[src/rtl/md_unit.sv]
// Iterative multiply/divide unit with HI/LO registers for the EX stage.
// Shift-add multiply (or single-cycle when FAST_MUL), restoring divide, sign fix-up in a final cycle.
module md_unit #(
  parameter int unsigned WIDTH    = 32,
  parameter bit          FAST_MUL = 1'b0
) (
  input  logic             clk,
  input  logic             rst,
  input  logic             Start,
  input  logic [2:0]       Op,
  input  logic [WIDTH-1:0] SrcA,
  input  logic [WIDTH-1:0] SrcB,
  input  logic             Flush,
  output logic             Busy,
  output logic             Done,
  output logic             DivZero,
  output logic [WIDTH-1:0] Hi,
  output logic [WIDTH-1:0] Lo
);

  localparam int unsigned W2 = 2 * WIDTH;
  localparam int unsigned CW = $clog2(WIDTH);

  localparam logic [1:0] S_IDLE = 2'd0;
  localparam logic [1:0] S_MUL  = 2'd1;
  localparam logic [1:0] S_DIV  = 2'd2;
  localparam logic [1:0] S_FIX  = 2'd3;

  logic [1:0]       state, state_nx;
  logic [CW-1:0]    cnt;
  logic [W2-1:0]    acc;
  logic [WIDTH-1:0] opb;
  logic             neg_q, neg_r, is_div, div_by_zero;
  logic             busy_q, done_q, dz_q;
  logic [WIDTH-1:0] hi_q, lo_q;

  logic             start_md_c, start_mt_c, signed_op_c, fix_wr_c;
  logic [WIDTH-1:0] mag_a_c, mag_b_c;
  logic [W2-1:0]    fast_prod_c;
  logic [WIDTH:0]   mul_sum_c;
  logic [W2-1:0]    mul_step_c;
  logic [WIDTH:0]   div_sh_c;
  logic             div_ge_c;
  logic [WIDTH-1:0] div_rem_c;
  logic [W2-1:0]    div_step_c;
  logic [W2-1:0]    prod_fix_c;
  logic [WIDTH-1:0] quo_fix_c, rem_fix_c;

  // Issue decode and operand magnitudes
  always_comb begin
    start_md_c  = Start && !Flush && !Op[2];
    start_mt_c  = Start && !Flush && Op[2] && !Op[1];
    signed_op_c = !Op[0];
    mag_a_c     = (signed_op_c && SrcA[WIDTH-1]) ? WIDTH'(-SrcA) : SrcA;
    mag_b_c     = (signed_op_c && SrcB[WIDTH-1]) ? WIDTH'(-SrcB) : SrcB;
    fast_prod_c = W2'(W2'(mag_a_c) * W2'(mag_b_c));
    fix_wr_c    = (state == S_FIX) && !Flush;
  end

  // One iteration of each algorithm; acc holds {partial/remainder, multiplier/quotient}
  always_comb begin
    mul_sum_c  = {1'b0, acc[W2-1:WIDTH]} + {1'b0, opb};
    mul_step_c = acc[0] ? {mul_sum_c, acc[WIDTH-1:1]} : {1'b0, acc[W2-1:1]};
    div_sh_c   = {acc[W2-1:WIDTH], acc[WIDTH-1]};
    div_ge_c   = (div_sh_c >= {1'b0, opb});
    div_rem_c  = WIDTH'(div_sh_c - {1'b0, opb});
    div_step_c = div_ge_c ? {div_rem_c, acc[WIDTH-2:0], 1'b1} : {acc[W2-2:0], 1'b0};
  end

  // Sign correction applied in the FIX cycle
  always_comb begin
    prod_fix_c = neg_q ? W2'(-acc) : acc;
    quo_fix_c  = neg_q ? WIDTH'(-acc[WIDTH-1:0]) : acc[WIDTH-1:0];
    rem_fix_c  = neg_r ? WIDTH'(-acc[W2-1:WIDTH]) : acc[W2-1:WIDTH];
  end

  // Next-state logic
  always_comb begin
    state_nx = state;
    case (state)
      S_IDLE: begin
        if (start_md_c) begin
          if (Op[1])         state_nx = S_DIV;
          else if (FAST_MUL) state_nx = S_FIX;
          else               state_nx = S_MUL;
        end
      end
      S_MUL, S_DIV: if (cnt == '0) state_nx = S_FIX;
      S_FIX:        state_nx = S_IDLE;
      default:      state_nx = S_IDLE;
    endcase
    if (Flush) state_nx = S_IDLE;
  end

  // State register and status outputs
  always_ff @(posedge clk) begin
    if (rst) begin
      state  <= S_IDLE;
      busy_q <= 1'b0;
      done_q <= 1'b0;
      dz_q   <= 1'b0;
    end else begin
      state  <= state_nx;
      busy_q <= (state_nx != S_IDLE);
      done_q <= fix_wr_c;
      dz_q   <= fix_wr_c && is_div && div_by_zero;
    end
  end

  // Datapath and HI/LO
  always_ff @(posedge clk) begin
    if (rst) begin
      cnt         <= '0;
      acc         <= '0;
      opb         <= '0;
      neg_q       <= 1'b0;
      neg_r       <= 1'b0;
      is_div      <= 1'b0;
      div_by_zero <= 1'b0;
      hi_q        <= '0;
      lo_q        <= '0;
    end else begin
      case (state)
        S_IDLE: begin
          if (start_md_c) begin
            opb         <= mag_b_c;
            neg_q       <= signed_op_c && (SrcA[WIDTH-1] ^ SrcB[WIDTH-1]);
            neg_r       <= signed_op_c && SrcA[WIDTH-1];
            is_div      <= Op[1];
            div_by_zero <= (SrcB == '0);
            cnt         <= CW'(WIDTH - 1);
            if (!Op[1] && FAST_MUL) acc <= fast_prod_c;
            else                    acc <= {{WIDTH{1'b0}}, mag_a_c};
          end else if (start_mt_c) begin
            if (Op[0]) lo_q <= SrcA;
            else       hi_q <= SrcA;
          end
        end
        S_MUL: begin
          acc <= mul_step_c;
          cnt <= cnt - CW'(1);
        end
        S_DIV: begin
          acc <= div_step_c;
          cnt <= cnt - CW'(1);
        end
        S_FIX: begin
          if (fix_wr_c && !(is_div && div_by_zero)) begin
            if (is_div) begin
              hi_q <= rem_fix_c;
              lo_q <= quo_fix_c;
            end else begin
              hi_q <= prod_fix_c[W2-1:WIDTH];
              lo_q <= prod_fix_c[WIDTH-1:0];
            end
          end
        end
        default: ;
      endcase
    end
  end

  assign Busy    = busy_q;
  assign Done    = done_q;
  assign DivZero = dz_q;
  assign Hi      = hi_q;
  assign Lo      = lo_q;

endmodule

[config.mk]
export PLATFORM = sky130hd
export DESIGN_NAME = md_unit
export DESIGN_NICKNAME = d
export VERILOG_FILES = /design/src/rtl/md_unit.sv
export SDC_FILE = /design/constraint.sdc
export NUM_CORES = 1
export LEC_CHECK = 0
export BUFFER_PORTS_ARGS = -buffer_cell sky130_fd_sc_hd__buf_4
export CAP_MARGIN = 20
export CORE_MARGIN = 2
export CORE_UTILIZATION = 50
export CTS_CLUSTER_SIZE = 24
export DETAILED_ROUTE_END_ITERATION = 8
export PLACE_DENSITY = 0.69
export SYNTH_ARGS = -nofsm -noshare
export SYNTH_HDL_FRONTEND = slang
export SYNTH_SLANG_ARGS = --single-unit
[constraint.sdc]
create_clock -name clk -period 7.5 [get_ports clk]
set_input_delay 0.75 -clock clk [delete_from_list [all_inputs] [get_ports clk]]
set_output_delay 0.75 -clock clk [all_outputs]
set_load 0.01 [all_outputs]
Yosys cells after proc, flatten, opt, wreduce, memory -nomap -nowiden
Index checks and enable logic that the tools add are counted.
{ "word_totals": {"output_inout_bits": 67, "input_bits": 71, "ff_bits": 174, "elab_cells": 90} }
{ "op_classes": {"mux": 28, "order_cmp": 1, "addsub": 8, "n_eq_ne": 9, "bitwise_logic": 1, "reduce_logical": 30} }
{ "ops": {"columns": ["cell", "n"], "rows": [
  ["$mux 32", 14],
  ["$mux 64", 4],
  ["$pmux 64 s3", 1],
  ["$neg 32->32", 4],
  ["$pmux 32 s2", 2],
  ["$neg 64->64", 1],
  ["$add 32x32->33", 1],
  ["$ge 33x32->1", 1],
  ["$logic_not 32->1", 1],
  ["$sub 32x32->32", 1],
  ["$logic_and 1x1->1", 12],
  ["$ne 2x2->1 const B", 5],
  ["$pmux 5 s2", 1],
  ["$reduce_and 5->1", 2],
  ["$mux 2", 4],
  ["$pmux 2 s3", 1],
  ["$reduce_and 2->1", 3],
  ["$reduce_bool 2->1", 3],
  ["$logic_not 1->1", 5],
  ["$logic_not 5->1", 1],
  ["$mux 5", 1],
  ["$sub 5x1->5 const B", 1],
  ["$eq 2x2->1 const B", 2],
  ["$reduce_bool 3->1", 1],
  ["5 further kinds", 5]
]} }

Depth between registers and ports, before layout
Gate-level depths: netlist of run 1.
{ "depth": {"word_depth": 7, "mapped_depth": 13, "ltp_nobuf": 11} }

Worst setup path before layout of run 1
Ideal clock, no wire load.
{ "synth_timing": {"path_kind": "input to register", "startpoint": "input SrcB[10]", "endpoint": "register opb[29]", "arrival_time_ns": 2.817, "path_stages": 7, "setup_time_ns": 0.086, "path_slack_ns": 4.598, "t_required_ns": 7.414, "cell_sequence": "or4_1 -> or4_1 -> nor4_2 -> nand2_1 -> o31ai_1 -> xor2_1 -> a211oi_1"} }
{ "synth_between": {"elab_chain_cells": 2} }
{ "synth_lines": {"columns": ["element", "line_no", "source"], "rows": [
  ["from (decl)", "12", "input logic [WIDTH-1:0] SrcB,"],
  ["$neg 32->32", "55", "mag_b_c = (signed_op_c && SrcB[WIDTH-1]) ? WIDTH'(-SrcB) : SrcB;"],
  ["$mux 32", "55", null],
  ["to (signal assigned)", "126", "opb <= mag_b_c;"],
  ["to (decl)", "32", "logic [WIDTH-1:0] opb;"]
]} }
No other way between the ends.
A chain may end at the register's enable or synchronous reset.

Final worst setup path of run 1
{ "layout_timing": {"startpoint": "register state[0]", "endpoint": "register acc[53]"} }
{ "layout_between": {"elab_chain_cells": 3} }
{ "layout_lines": {"columns": ["element", "line_no", "source"], "rows": [
  ["from (decl)", "29", "logic [1:0] state, state_nx;"],
  ["from (signal assigned)", "103", "state <= state_nx;"],
  ["$eq 2x2->1 (tied with other cells)", "123", "case (state)"],
  ["$reduce_bool 3->1 (no line) or $ne 2x2->1 (tied branches)", null, null],
  ["$reduce_and 2->1 (no line)", null, null],
  ["to (signal assigned)", "132", "if (!Op[1] && FAST_MUL) acc <= fast_prod_c;"],
  ["to (signal assigned)", "133", "else acc <= {{WIDTH{1'b0}}, mag_a_c};"],
  ["to (signal assigned)", "140", "acc <= mul_step_c;"],
  ["to (decl)", "31", "logic [W2-1:0] acc;"]
]} }
Parallel ways exist; a longest one is shown, timed or not.

==> impl_metrics.py, run 1 <==
metrics = {
    "synth": {
        "yosys_warnings": 0,
        "synthDistinctLibCells": 83,
        "yosysSeqAreaShare_pct": 23.1,
        "synth_fa_ha_area_share_pct": 6.40,
        "synth_compound_area_share_pct": 31.9,
        "synth.area.top_cells": "dfxtp_1 23%, a21oi_1 7.0%, ha_1 6.1%, nor2_1 5.4%, xor2_1 5.2%",
        "syn_avg_cell_area_um2": 7.27,
        "synth_edf_count": 0,
        "ys_ff_latch": 174,
        "synth_most_common_cell": "nor2_1",
        "synth_xor_area_share_pct": 8.77,
        "synthCells": 2075,
        "muxShareOfSynthArea_pct": 2.36,
        "yosys.area.top_type": "dfxtp_1",
        "synth_top_area_share_pct": 23.1,
        "synth_top_family_by_area": "compound AO/OA/AOI/OAI gates",
        "synth.top_cells.by_count": "216 x nor2_1, 211 x a21oi_1, 206 x nand2_1, 174 x dfxtp_1, 121 x clkbuf_1",
        "yosys.area_share.simple_pct": 21.9,
        "ys_async_sr_fraction_pct": 0,
        "synth_fp_nets": 2222,
        "ys.flop_type": "dfxtp_1",
        "syn_area_um2": 15100,
    },
    "detailed_routing": {
        "wl_per_cell_um": 22.3,
        "drc": 0,
        "drt_first_pass_iters": 6,
        "routedLengthMet1_mm": 23.2,
        "route.met3.wl_mm": 4.24,
        "top_layer": "met4",
        "met2_length_mm": 26.2,
        "postRouteAntennaNets": 0,
        "routed_wl_mm": 56.1,
        "drt_iter0_drc": 1922,
        "vias": 16400,
        "drt-vias-per-instance": 6.53,
    },
    "layout": {
        "fill_cells": 2913,
        "multi_input_area_um2": 10800,
        "areaGrowthSynthToFinish_pct": 11.9,
        "layout.nets": 2255,
        "num_antenna_cells": 0,
        "register_area_um2": 3480,
        "drive_gt1_share_pct": 11.1,
        "final_area_um2": 16900,
    },
    "cts": {
        "htreeDepth": 4,
        "cts_tree": "done",
        "root_buffer": "clkbuf_16",
        "clk-insertion-delay-late_ps": 450,
        "cts_setup_buffers": 0,
        "clkTransAtPathRegs_ps": 70,
        "ctsHoldBuffers": 0,
        "cts_resized": 0,
        "cts_sinks": 174,
        "cts_buffers": 17,
        "clockBufferDepth": 2,
    },
    "power": {
        "seq_power_share_pct": 36.6,
        "comb_power_share_pct": 26.4,
        "power.density_nw_per_um2": 166,
        "p_sw_mw": 0.957,
        "swShare_pct": 34.1,
        "totalPowerFinal_mw": 2.81,
        "clockPowerShare_pct": 37.0,
        "leakagePower_nw": 6.68,
        "ir_drop_v": 0.000155,
        "p_int_mw": 1.85,
    },
    "timing": {
        "min_period_over_period_pct": 52.0,
        "rsz0062_at_grt": "no",
        "finalSetupViolCount": 0,
        "tightestPinTransition_ps": 975,
        "period_needed_ps": 3900,
        "whs_ps": 461,
        "relSlewSlack_pct": 34.5,
        "fin_ws_ps": 3600,
        "fmax_mhz": 256,
        "maxSlewViolCount": 0,
        "tns_ps": 0,
        "hold_violations": 0,
        "fin_skew_ps": 12.0,
    },
    "floorplanning": {
        "initial_utilization_pct": 50.9,
        "coreArea_um2": 29600,
        "die_w_um": 178,
        "die_area_um2": 31600,
        "ioPinCount": 138,
        "die_h_um": 178,
        "rows": 63,
    },
    "setup_path": {
        "path_buf_inv": 2,
        "slowest_stage": "nor3_1",
        "crit_top_cell": "nand2_1",
        "end_kind": "flop",
        "path_cells": "inv_1, ha_2, buf_4, nand2_1, nor3_1, nand2_1, nor2_1, a222oi_1, o211ai_1",
        "cp-start-kind": "flop",
        "arrival_ps": 4250,
        "crit_family": "simple AND/OR/NAND/NOR gates",
        "critPathRequiredTime_ps": 7850,
        "critical_path.max_stage_delay_ps": 670,
        "worstSetupPathType": "flop to flop",
        "cp_max_fo": 70,
    },
    "placed_design": {
        "gp_congestion": 0.966,
        "place_area_um2": 16200,
        "place_ws_ps": 3690,
        "dp_hpwl_mm": 42.1,
        "io_buffers": 137,
    },
    "global_route": {
        "grt_pass1_vias": 15300,
        "overflow": 0,
        "grt_pass1_wl_mm": 86.2,
        "grt_max_degree": 71,
        "grt_usage_pct": 35.1,
        "antenna_found_initial": 0,
    },
    "flow_run": {
        "drv_cap": 0,
    },
    "worst_hold_path": {
        "min_path_type": "flop to flop",
    },
    "status": {
        "status": "completed",
    },
}
worst reg2reg max path, cell delays in order, from the launching register on:
cell and delay [ps]:
dfxtp_1 460, inv_1 110, ha_2 320, buf_4 550, nand2_1 210, nor3_1 670, nand2_1 580, nor2_1 600
a222oi_1 180, o211ai_1 130
path summary, 6_finish.rpt:
kind	startpoint	to	slack (ps)	depth (start not counted)
worst min register to register	Hi[6]	Hi[6]	460	2
worst max register to register	state[0]	acc[53]	3600	9
worst max-delay path	state[0]	acc[53]	3600	9
worst min-delay path	Hi[6]	Hi[6]	460	2
stage by stage:
| stage | instances | utilization (%) |
|---|---|---|
| finish | 2511 | 57.0 |
| global route | 2511 | 57.0 |
| CTS | 2511 | 57.0 |
| detailed placement | 2479 | 54.7 |
| global placement | 2479 | 54.7 |
| floorplan | 2075 | - |
power groups by stage:
stage | Combinational, mW | Sequential [mW] | Clock [mW]
2_1_floorplan | 0.490 | 1.03 | 0
3_5_place_dp | 0.725 | 1.05 | 0
4_1_cts | 0.728 | 1.03 | 1.04
5_1_grt | 0.805 | 1.03 | 1.08
6_report | 0.742 | 1.03 | 1.04
3_3_place_gp | 0.721 | 1.05 | 0
logic make-up after synthesis:
group | after synthesis
adders and majority gates | 76
muxes | 35
and+or+nand+nor | 695
xor gates and xnor gates | 151
buffers and inverters | 214
AOI/OAI and AO/OA | 730
DFF | 174
placed cells by master, fill, tap and decap left out, types with 50 or more instances in the layout:
cell      netlist  layout
nor2_1        216     215
a21oi_1       211     211
inv_1          68      68
xnor2_1        61      61
buf_4           0     159
ha_1           74      72
xor2_1         90      90
o21ai_0       119     119
nand2_1       206     206
a211oi_1       92      92
nor3_1         50      50
dfxtp_1       174     174
flip-flops by register name, indices dropped and copies added, names as in the netlist, 2 cells and up:
| register | cells |
|---|---|
| acc | 64 |
| Hi | 32 |
| Lo | 32 |
| opb | 32 |
| cnt | 5 |
| state | 2 |
routing by layer:
layer | vias to the layer above | GRT usage [%]
met5 | - | 0
met4 | 0 | 16.2
met3 | 149 | 4.37
met2 | 834 | 58.8
met1 | 7689 | 44.9
li1 | 7737 | -
cell type report:
cell class | count | share of cell area (%)
Clock buffer | 18 | 2.60
Clock inverter | 14 | 1.34
Inverter | 69 | 1.53
Multi-Input combinational cell | 1687 | 63.9
Sequential cell | 174 | 20.6
Tap cell | 390 | 2.89
Timing Repair Buffer | 159 | 7.07
Note: power is estimated with default switching activity, not from simulation.
==> run 2, diff against run 1 <==
- PLACE_DENSITY: 0.69 -> 0.72
- clock period: 7.5 -> 3.4 ns (I/O delays scaled with it)
==> impl_metrics.py, run 2 (synthesis results as in run 1) <==
metrics = {
    "status": {
        "status": "completed",
    },
    "setup_path": {
        "reg2reg_depth": 11,
        "worstSetupPathType": "flop to flop",
        "arrival_ps": 3600,
        "crit_start": "acc[32]",
        "critPathRequiredTime_ps": 3800,
        "r2r_setup_slack_ps": 200,
        "cp-start-kind": "flop",
        "end_kind": "flop",
        "cp_max_fo": 6,
        "timing.rr.end": "Hi[24]",
        "reg2reg_from": "acc[32]",
    },
    "detailed_routing": {
        "drt_first_pass_iters": 6,
        "drt_iter0_drc": 1563,
        "drc": 0,
        "drt-vias-per-instance": 6.52,
        "routed_wl_mm": 57.4,
        "postRouteAntennaNets": 0,
        "wl_per_cell_um": 22.1,
        "vias": 16900,
    },
    "layout": {
        "drive_gt1_share_pct": 14.4,
        "utilization_pct": 59.0,
        "stdcell_count": 2595,
        "regMostFlops": "acc",
        "mostFrequentLayoutCells": "240 x buf_4, 214 x nor2_1, 211 x a21oi_1",
        "largest_register_ffs": 64,
        "num_antenna_cells": 0,
        "areaGrowthSynthToFinish_pct": 16.0,
        "final_common_cell": "buf_4",
        "layout.nets": 2339,
    },
    "timing": {
        "finalSetupViolCount": 0,
        "min_period_over_period_pct": 94.1,
        "fin_skew_ps": 21.0,
        "fmax_mhz": 313,
        "maxSlewViolCount": 0,
        "hold_violations": 0,
        "relSlewSlack_pct": 39.7,
        "tightestPinTransition_ps": 903,
        "period_needed_ps": 3200,
    },
    "floorplanning": {
        "ioPinCount": 138,
        "initial_utilization_pct": 50.9,
        "die_w_um": 178,
        "coreArea_um2": 29600,
        "rows": 63,
        "die_h_um": 178,
        "die_area_um2": 31600,
    },
    "flow_run": {
        "drv_cap": 0,
    },
    "global_route": {
        "grt_pass1_vias": 15600,
        "antenna_found_initial": 0,
        "overflow": 0,
        "grt_pass1_wl_mm": 87.9,
        "grt_max_degree": 97,
        "grt_usage_pct": 35.8,
    },
    "worst_hold_path": {
        "min_path_type": "input pin to flop",
        "min_from": "Flush",
        "min_path_cells": 2,
        "whs_endpoint": "Done",
    },
    "placed_design": {
        "gp_congestion": 0.964,
        "dp_hpwl_mm": 43.1,
        "dp_cells": 2561,
        "io_buffers": 137,
    },
    "cts": {
        "cts_sinks": 174,
        "clkTransAtPathRegs_ps": 70,
        "clockBufferDepth": 2,
        "cts_tree": "done",
        "clk-insertion-delay-late_ps": 460,
        "cts_buffers": 17,
        "root_buffer": "clkbuf_16",
        "ctsHoldBuffers": 0,
        "htreeDepth": 4,
    },
    "power": {
        "ir_drop_v": 0.000357,
        "power.density_nw_per_um2": 352,
        "leakagePower_nw": 7.07,
    },
}
-- run 2: layer usage --
layer | wire length [um] | up-vias | track usage, % | share of wire (%)
li1 | - | 7901 | - | -
met1 | 23300 | 7949 | 45.1 | 41
met2 | 26800 | 907 | 60.2 | 47
met3 | 4700 | 167 | 5.46 | 8.2
met4 | 2590 | 0 | 15.8 | 4.5
met5 | 0 | - | 0 | 0
-- run 2: worst max path at each step --
stage | endpoint | cells past startpoint
2_1_floorplan | acc[36] | 10
3_3_place_gp | acc[58] | 10
3_5_place_dp | acc[47] | 10
4_1_cts | acc[47] | 10
5_1_grt | acc[39] | 10
6_report | Hi[24] | 11
-- run 2: final cells by class --
type                            count  area [um2]
Tap cell                          390         488
Sequential cell                   174        3480
Clock buffer                       21         450
Fill cell                        2858       12100
Clock inverter                     11         154
Timing Repair Buffer              243        1860
Multi-Input combinational cell   1687       10800
Inverter                           69         259
-- run 2: metrics by stage --
stage	instance area (um2)	setup TNS [ps]	total power, mW	setup slack, ps	hold WS, ps
finish	17500	0	6.16	202	105
global route	17500	-5.09	6.38	-5.09	121
CTS	17500	0	6.10	132	95.6
detailed placement	16900	0	3.99	171	454
global placement	16900	0	3.97	235	454
floorplan	15100	0	3.36	569	425
-- run 2: repair_timing --
item	4_1_cts	5_1_grt
buffers inserted	0	2
setup endpoints to repair	0	9
gates resized for setup	0	3
-- run 2: worst max-delay path: stages (launching register included) --
cell       delay [ps]
dfxtp_1           320
buf_4             150
inv_1             150
ha_1              240
or3b_2            540
nor4_1            530
nand2_1           130
nor3_1            260
a21oi_1           120
xnor2_1           140
a2111oi_0         430
a21o_1            130
-- run 2: power by group --
part	internal, mW	leakage, nW	switching [mW]
Clock	1.19	0.289	0.964
Sequential	2.14	1.41	0.118
Combinational	0.660	5.37	1.08
Total	3.99	7.07	2.16
